File: config.mk
export PLATFORM = sky130hd
export DESIGN_NAME = tspi_master
export DESIGN_NICKNAME = d
export VERILOG_FILES = /design/src/rtl/tspi_master.sv
export SDC_FILE = /design/constraint.sdc
export NUM_CORES = 1
export LEC_CHECK = 0
export CAP_MARGIN = 5
export CELL_PAD_IN_SITES_DETAIL_PLACEMENT = 1
export CELL_PAD_IN_SITES_GLOBAL_PLACEMENT = 2
export CORE_MARGIN = 5
export CORE_UTILIZATION = 31
export CTS_CLUSTER_DIAMETER = 60
export DETAILED_ROUTE_END_ITERATION = 6
export GPL_TIMING_DRIVEN = 0
export HOLD_SLACK_MARGIN = 0.1
export PLACE_DENSITY_LB_ADDON = 0.1
export SLEW_MARGIN = 20
export SYNTH_ARGS = -nofsm -noshare
export SYNTH_HDL_FRONTEND = slang
export SYNTH_SLANG_ARGS = --single-unit
File: constraint.sdc
create_clock -name I_clk -period 2.6 [get_ports I_clk]
set_clock_uncertainty 0.1 [all_clocks]
set_input_delay 0.52 -clock I_clk [delete_from_list [all_inputs] [get_ports I_clk]]
set_output_delay 0.52 -clock I_clk [all_outputs]
set_load 0.02 [all_outputs]
File: src/rtl/tspi_master.sv
// tspi_master: ternary serial master, shifts TRITS balanced trits out MSB-first while capturing I_miso
module tspi_master #(
  parameter int TRITS = 9,
  parameter int CLK_DIV = 4
) (
  input  logic                 I_clk,
  input  logic                 I_rst,
  input  logic                 I_start,
  input  logic [2*TRITS-1:0]   I_tx_data,
  output logic                 O_busy,
  output logic                 O_done,
  output logic [2*TRITS-1:0]   O_rx_data,
  output logic                 O_err,
  output logic [1:0]           O_mosi,
  input  logic [1:0]           I_miso,
  output logic [1:0]           O_sck
);
  localparam int W = 2 * TRITS;
  localparam int PW = CLK_DIV > 1 ? $clog2(CLK_DIV) : 1;
  localparam int TW = TRITS > 1 ? $clog2(TRITS) : 1;
  typedef enum logic [1:0] {IDLE, DRIVE, SAMPLE, DONE} state_t;
  state_t state;
  logic [W-1:0] tx, rx, tx_clean, tx_adv, rx_next;
  logic [1:0] miso_clean;
  logic [PW-1:0] pcnt;
  logic [TW-1:0] tcnt;
  logic pend;
  always_comb begin
    tx_clean = I_tx_data;
    for (int k = 0; k < TRITS; k++)
      tx_clean[2*k+:2] = &I_tx_data[2*k+:2] ? 2'b00 : I_tx_data[2*k+:2];
  end
  assign miso_clean = &I_miso ? 2'b00 : I_miso;
  assign tx_adv = tx << 2;
  assign rx_next = (rx << 2) | W'(miso_clean);
  assign pend = pcnt == PW'(CLK_DIV - 1);
  always_ff @(posedge I_clk) begin
    if (I_rst) begin
      state <= IDLE;
      tx <= '0;
      rx <= '0;
      pcnt <= '0;
      tcnt <= '0;
      O_busy <= 1'b0;
      O_done <= 1'b0;
      O_rx_data <= '0;
      O_err <= 1'b0;
      O_mosi <= 2'b00;
      O_sck <= 2'b00;
    end else begin
      case (state)
        IDLE: if (I_start) begin
          tx <= tx_clean;
          rx <= '0;
          O_err <= 1'b0;
          tcnt <= '0;
          pcnt <= '0;
          O_busy <= 1'b1;
          O_sck <= 2'b01;
          O_mosi <= tx_clean[W-1:W-2];
          state <= DRIVE;
        end
        DRIVE: if (pend) begin
          pcnt <= '0;
          O_sck <= 2'b10;
          state <= SAMPLE;
        end else pcnt <= pcnt + PW'(1);
        SAMPLE: if (pend) begin
          pcnt <= '0;
          rx <= rx_next;
          if (&I_miso) O_err <= 1'b1;
          if (tcnt == TW'(TRITS - 1)) begin
            O_done <= 1'b1;
            O_rx_data <= rx_next;
            O_busy <= 1'b0;
            O_sck <= 2'b00;
            O_mosi <= 2'b00;
            state <= DONE;
          end else begin
            tcnt <= tcnt + TW'(1);
            tx <= tx_adv;
            O_mosi <= tx_adv[W-1:W-2];
            O_sck <= 2'b01;
            state <= DRIVE;
          end
        end else pcnt <= pcnt + PW'(1);
        default: begin
          O_done <= 1'b0;
          state <= IDLE;
        end
      endcase
    end
  end
endmodule

==> impl_metrics.env, run 1 <==
export IMPL_cts_root_buffer_cell="clkbuf_8"
export IMPL_cts_made_buffers=9
export IMPL_grt_max_degree=12
export IMPL_overflow=0
export IMPL_synth_edf_count=0
export IMPL_hold_start="O_rx_data[1]"
export IMPL_hpwlAfterDp_um=5740
export IMPL_cts_max_level=3
export IMPL_diodes=0
export IMPL_p_leak_nw=1.27
export IMPL_coreArea_um2=8640
export IMPL_drc=0
export IMPL_period_share_pct=85.8
export IMPL_setup_slack_ps=368
export IMPL_fin_nets=411
export IMPL_viasPerCell=5.15
export IMPL_insertion_delay_ps=340
export IMPL_die_w_um=104
export IMPL_worstPathRequired_ps=2770
export IMPL_grt_total_usage_pct=15.6
export IMPL_hold_path_class="reg -> reg"
export IMPL_netlist_area_um2=2730
export IMPL_fmax_ghz=0.448
export IMPL_synth_seq_area_share_pct=47.8
export IMPL_arrival_ps=2400
export IMPL_r2r_slack_ps=370
export IMPL_die_y_um=104
export IMPL_setup_violations=0
export IMPL_critical_path_class="reg -> reg"
export IMPL_hold_viol=0
export IMPL_die_area_um2=10800
export IMPL_worst_slew_pin_slew_ps=638
export IMPL_grt_setup_unrepaired="false"
export IMPL_pwr_density_cell_nw_per_um2=965
export IMPL_drive_gt1_share_pct=7.79
export IMPL_drtIter0Drc=95
export IMPL_drt_total_wl_um=8080
export IMPL_status="completed"
export IMPL_cp_end_kind="register"
export IMPL_rr_worst_depth=8
export IMPL_netlist_area_leader_share_pct=47.8
export IMPL_reg2reg_to="rx[13]"
export IMPL_initial_core_util_pct=31.6
export IMPL_critPathMaxFanout=10
export IMPL_yosysMostFrequentCell="dfxtp_1"
export IMPL_synth_ff_type="dfxtp_1"
export IMPL_report_final_slew_viol_count=0
export IMPL_final_core_util_pct=41.5
export IMPL_cts_tree="built"
export IMPL_wl_per_cell_um=16.4
export IMPL_antenna_found_initial=0
export IMPL_relSlewSlack_pct=57.3
export IMPL_num_rows=34
export IMPL_io_pins=48
export IMPL_max_vdd_ir_drop_mv=0.346
export IMPL_syn_num_nets=354
export IMPL_gp_congestion=0.758
export IMPL_grt_pass1_wl_um=13800
export IMPL_ys_ff_latch=65
export IMPL_antenna_left=0
export IMPL_path_clk_slew_ps=70
export IMPL_syn_area_per_cell_um2=8.44
export IMPL_syn_to_final_growth_pct=31.6
export IMPL_pre_cts_ws_ps=88.5
export IMPL_postCtsSetupRepairBufs=0
export IMPL_grt_pass1_vias=2696
export IMPL_vias=2539
export IMPL_drv_cap=0
export IMPL_holdWs_ps=357
export IMPL_fin_crit_ps=2230
export IMPL_total_power_mw=3.46
export IMPL_yosys_area_top_type="dfxtp_1"
export IMPL_regToRegStartpoint="state[0]"
export IMPL_min_to="O_rx_data[1]"
export IMPL_numPortBuffers=46
export IMPL_firstDrtPassIters=4
export IMPL_clock_sinks=65
export IMPL_synth_async_reset_ratio_pct=0
export IMPL_yosys_warnings=0
export IMPL_netlist_instances=323
export IMPL_clockBufferDepth=2
export IMPL_whs_path_depth=2
export IMPL_setup_tns_final_ps=0
export IMPL_crit_path_start_kind="register"
export IMPL_synthTopCellsByArea="dfxtp_1 48%, nor2_1 7.3%, a21oi_1 6.1%"
export IMPL_ys_types=35
export IMPL_ys_top_cells_by_count="65 x dfxtp_1, 53 x nor2_1, 43 x nand2_1"
worst max path at each step:
stage / from / to / cells past startpoint
after floorplan: state[0] / rx[10] / 8
after global routing: state[0] / tx[5] / 7
after detailed placement: I_start / rx[9] / 7
final: state[0] / rx[13] / 8
after CTS: state[0] / rx[13] / 8
after global placement: I_start / rx[9] / 7
repair_timing:
action,in CTS,in global routing
endpoints found under the hold margin,0,0
endpoints found under the setup margin,0,1
gates resized for setup,0,1
hold buffers,0,0
critical path, stage by stage, from the launching register on:
cell and delay, ps:
dfxtp_1 420, inv_1 120, ha_1 280, nor2b_1 160, buf_2 190, nor2_2 340
buf_2 300, a22oi_1 130, nor2_1 120
flip-flops by register name, summed over array words and instances (netlist names):
signal and flops:
O_rx_data 18, rx 16, tx 16, tcnt 4, O_mosi 2, O_sck 2, pcnt 2, state 2
O_busy 1, O_done 1, O_err 1
power by group:
part	leakage (nW)	switching, mW	internal (mW)
registers	0.528	0.0952	1.15
clock network	0.129	0.396	0.716
logic	0.613	0.670	0.431
total	1.27	1.16	2.30
placed cells by master (no fill, tap or decap), types with 5 or more instances in the layout:
cell             instances
clkbuf_8                12
nor3b_1                 11
nor3_1                  11
ha_1                     8
a31oi_1                  5
inv_1                    6
dfxtp_1                 65
a211oi_1                 8
nand2_1                 43
buf_2                   10
a22oi_1                 16
clkbuf_1                12
clkdlybuf4s50_1         46
nor2_1                  52
a21oi_1                 33
a221oi_1                 8
nand3_1                  5
kinds of logic after synthesis:
family,Yosys count,synth area share (%)
AO/OA/AOI/OAI,79,19.3
adder cells (fa/ha/maj),8,3.67
buffers and inverters,28,4.32
flip-flops,65,47.8
multiplexers,3,1.10
AND/OR/NAND/NOR,140,23.9
per-stage QoR:
| stage | instances | cell area [um2] |
|---|---|---|
| after global routing | 493 | 3590 |
| final | 493 | 3590 |
| after floorplan | 323 | 2730 |
| after global placement | 477 | 3320 |
| after CTS | 493 | 3580 |
| after detailed placement | 477 | 3320 |
layer usage:
metal	up-vias	share of wire (%)	GRT usage, %
met4	0	0.94	3.24
met3	8	3.9	4.60
li1	1251	-	-
met2	53	45	24.5
met1	1227	50	21.2
met5	-	0	0
final cells by class:
| cell class | count | area [um2] |
|---|---|---|
| sequential | 65 | 1300 |
| timing repair buffer | 46 | 460 |
| fill | 1028 | 5050 |
| inverter | 6 | 22.5 |
| tap | 108 | 135 |
| clock buffer | 12 | 165 |
| multi-input combinational | 230 | 1310 |
| buffer | 22 | 95.1 |
| clock inverter | 4 | 97.6 |
Note: power is estimated with default switching activity, not from simulation.
==> run 2: changes to the inputs <==
- SLEW_MARGIN: 20 -> 25
==> results of run 2 <==
Final layout, timing and power as in run 1 (identical DEF).
==> run 3: changes to the inputs <==
- CORE_ASPECT_RATIO: not set -> 0.9
- MAX_ROUTING_LAYER: not set -> met4
==> run 3 against run 2 <==
  * Worst setup slack lost 150 ps
  * Clock power shrank 15%
  * Routed wire length grew 0.14%
  * Cell count grew 2.0%
  * Cell area shrank 1.2%
  * First-iteration DRC count grew 28%
  * Critical endpoint is now rx[12]
  * Combinational power is essentially flat
  * Critical path depth is the same
==> impl_metrics.env, run 3 (synthesized netlist as in run 1, its figures left out) <==
export IMPL_clockBufferDepth=2
export IMPL_fin_crit_ps=2380
export IMPL_ctsHoldBuffers=0
export IMPL_worst_slew_pin_slew_ps=668
export IMPL_drtIter0Drc=122
export IMPL_cp_end_kind="register"
export IMPL_numPortBuffers=46
export IMPL_setup_tns_final_ps=0
export IMPL_multiInputGateArea_um2=1310
export IMPL_initial_core_util_pct=31.8
export IMPL_cts_made_buffers=9
export IMPL_report_final_slew_viol_count=0
export IMPL_nFillCells=1049
export IMPL_num_rows=32
export IMPL_pwr_density_cell_nw_per_um2=927
export IMPL_largestRegisters="O_rx_data: 18 flops, rx: 16 flops, tx: 16 flops"
export IMPL_ctsResizeCount=0
export IMPL_die_y_um=98.9
export IMPL_gp_congestion=0.780
export IMPL_syn_to_final_growth_pct=30.1
export IMPL_seq_area_um2=1300
export IMPL_setup_violations=0
export IMPL_hold_viol=0
export IMPL_drv_cap=0
export IMPL_vias=2522
export IMPL_path_clk_slew_ps=70
export IMPL_final_cell_mix="65 x dfxtp_1, 53 x nor2_1, 46 x clkdlybuf4s50_1"
export IMPL_critical_path_class="reg -> reg"
export IMPL_drt_total_wl_um=8090
export IMPL_antenna_left=0
export IMPL_cts_tree="built"
export IMPL_max_vdd_ir_drop_mv=0.398
export IMPL_drive_gt1_share_pct=6.77
export IMPL_io_pins=48
export IMPL_status="completed"
export IMPL_p_leak_nw=1.25
export IMPL_dp_cells=488
export IMPL_overflow=0
export IMPL_grt_pass1_wl_um=13200
export IMPL_coreArea_um2=8570
export IMPL_diodes=0
export IMPL_arrival_ps=2560
export IMPL_fin_nets=411
export IMPL_antenna_found_initial=0
export IMPL_cts_max_level=3
export IMPL_cts_root_buffer_cell="clkbuf_8"
export IMPL_period_share_pct=91.5
export IMPL_layout_cells_non_filler=503
export IMPL_critPathMaxFanout=10
export IMPL_wl_per_cell_um=16.1
export IMPL_grt_max_degree=11
export IMPL_viasPerCell=5.01
export IMPL_clock_sinks=65
export IMPL_firstDrtPassIters=4
export IMPL_hpwlAfterDp_um=5790
export IMPL_grt_pass1_vias=2587
export IMPL_die_area_um2=10800
export IMPL_relSlewSlack_pct=55.3
export IMPL_fmax_ghz=0.420
export IMPL_hold_path_class="reg -> reg"
export IMPL_worstPathRequired_ps=2780
export IMPL_final_common_cell="dfxtp_1"
export IMPL_grt_total_usage_pct=16.2
export IMPL_postCtsSetupRepairBufs=0
export IMPL_top_register="O_rx_data"
export IMPL_drc=0
export IMPL_crit_path_start_kind="register"
export IMPL_insertion_delay_ps=340
export IMPL_grt_setup_unrepaired="false"
export IMPL_largest_register_ffs=18
export IMPL_die_w_um=109
run 3: final cells by class:
type	instances	area share, %
tap	119	4.20
clock inverter	3	1.84
clock buffer	12	4.09
inverter	6	0.635
buffer	22	2.68
timing repair buffer	46	13.0
multi-input combinational	230	36.9
sequential	65	36.7
run 3: stage by stage:
| stage | hold WS, ps | setup slack (ps) | util [%] | power (mW) | area (um2) |
|---|---|---|---|---|---|
| after CTS | 356 | 225 | 41.4 | 3.34 | 3540 |
| final | 352 | 220 | 41.4 | 3.29 | 3540 |
| after floorplan | 332 | 714 | - | 2.00 | 2730 |
| after global placement | 343 | 147 | 38.9 | 2.36 | 3330 |
| after detailed placement | 346 | 117 | 38.9 | 2.37 | 3330 |
| after global routing | 379 | 66.6 | 41.4 | 3.49 | 3540 |
run 3: path summary, 6_finish.rpt:
path	startpoint	to	slack (ps)	cells past startpoint
worst max-delay path	state[0]	rx[12]	220	8
worst max register to register	state[0]	rx[12]	220	8
worst min-delay path	O_rx_data[0]	O_rx_data[0]	350	2
worst min register to register	O_rx_data[0]	O_rx_data[0]	350	2
run 3: report_power, final:
group	total [mW]	switching, mW	internal [mW]
sequential	1.25	0.0967	1.15
combinational	1.09	0.660	0.430
clock	0.947	0.386	0.561
run 3: routing by layer:
metal / track usage, % / routed length (um) / vias up
li1: - / - / 1253
met1: 21.7 / 4050 / 1206
met2: 24.0 / 3650 / 53
met3: 3.93 / 278 / 10
met4: 5.24 / 114 / 0
met5: - / 0 / -
run 3: worst max-delay path, stage by stage, from the launching register on:
cell     delay [ps]
dfxtp_1         420
inv_1           120
ha_1            290
nor2b_1         170
buf_2           190
nor2_1          450
buf_2           340
a22oi_1         120
nor2_1          120
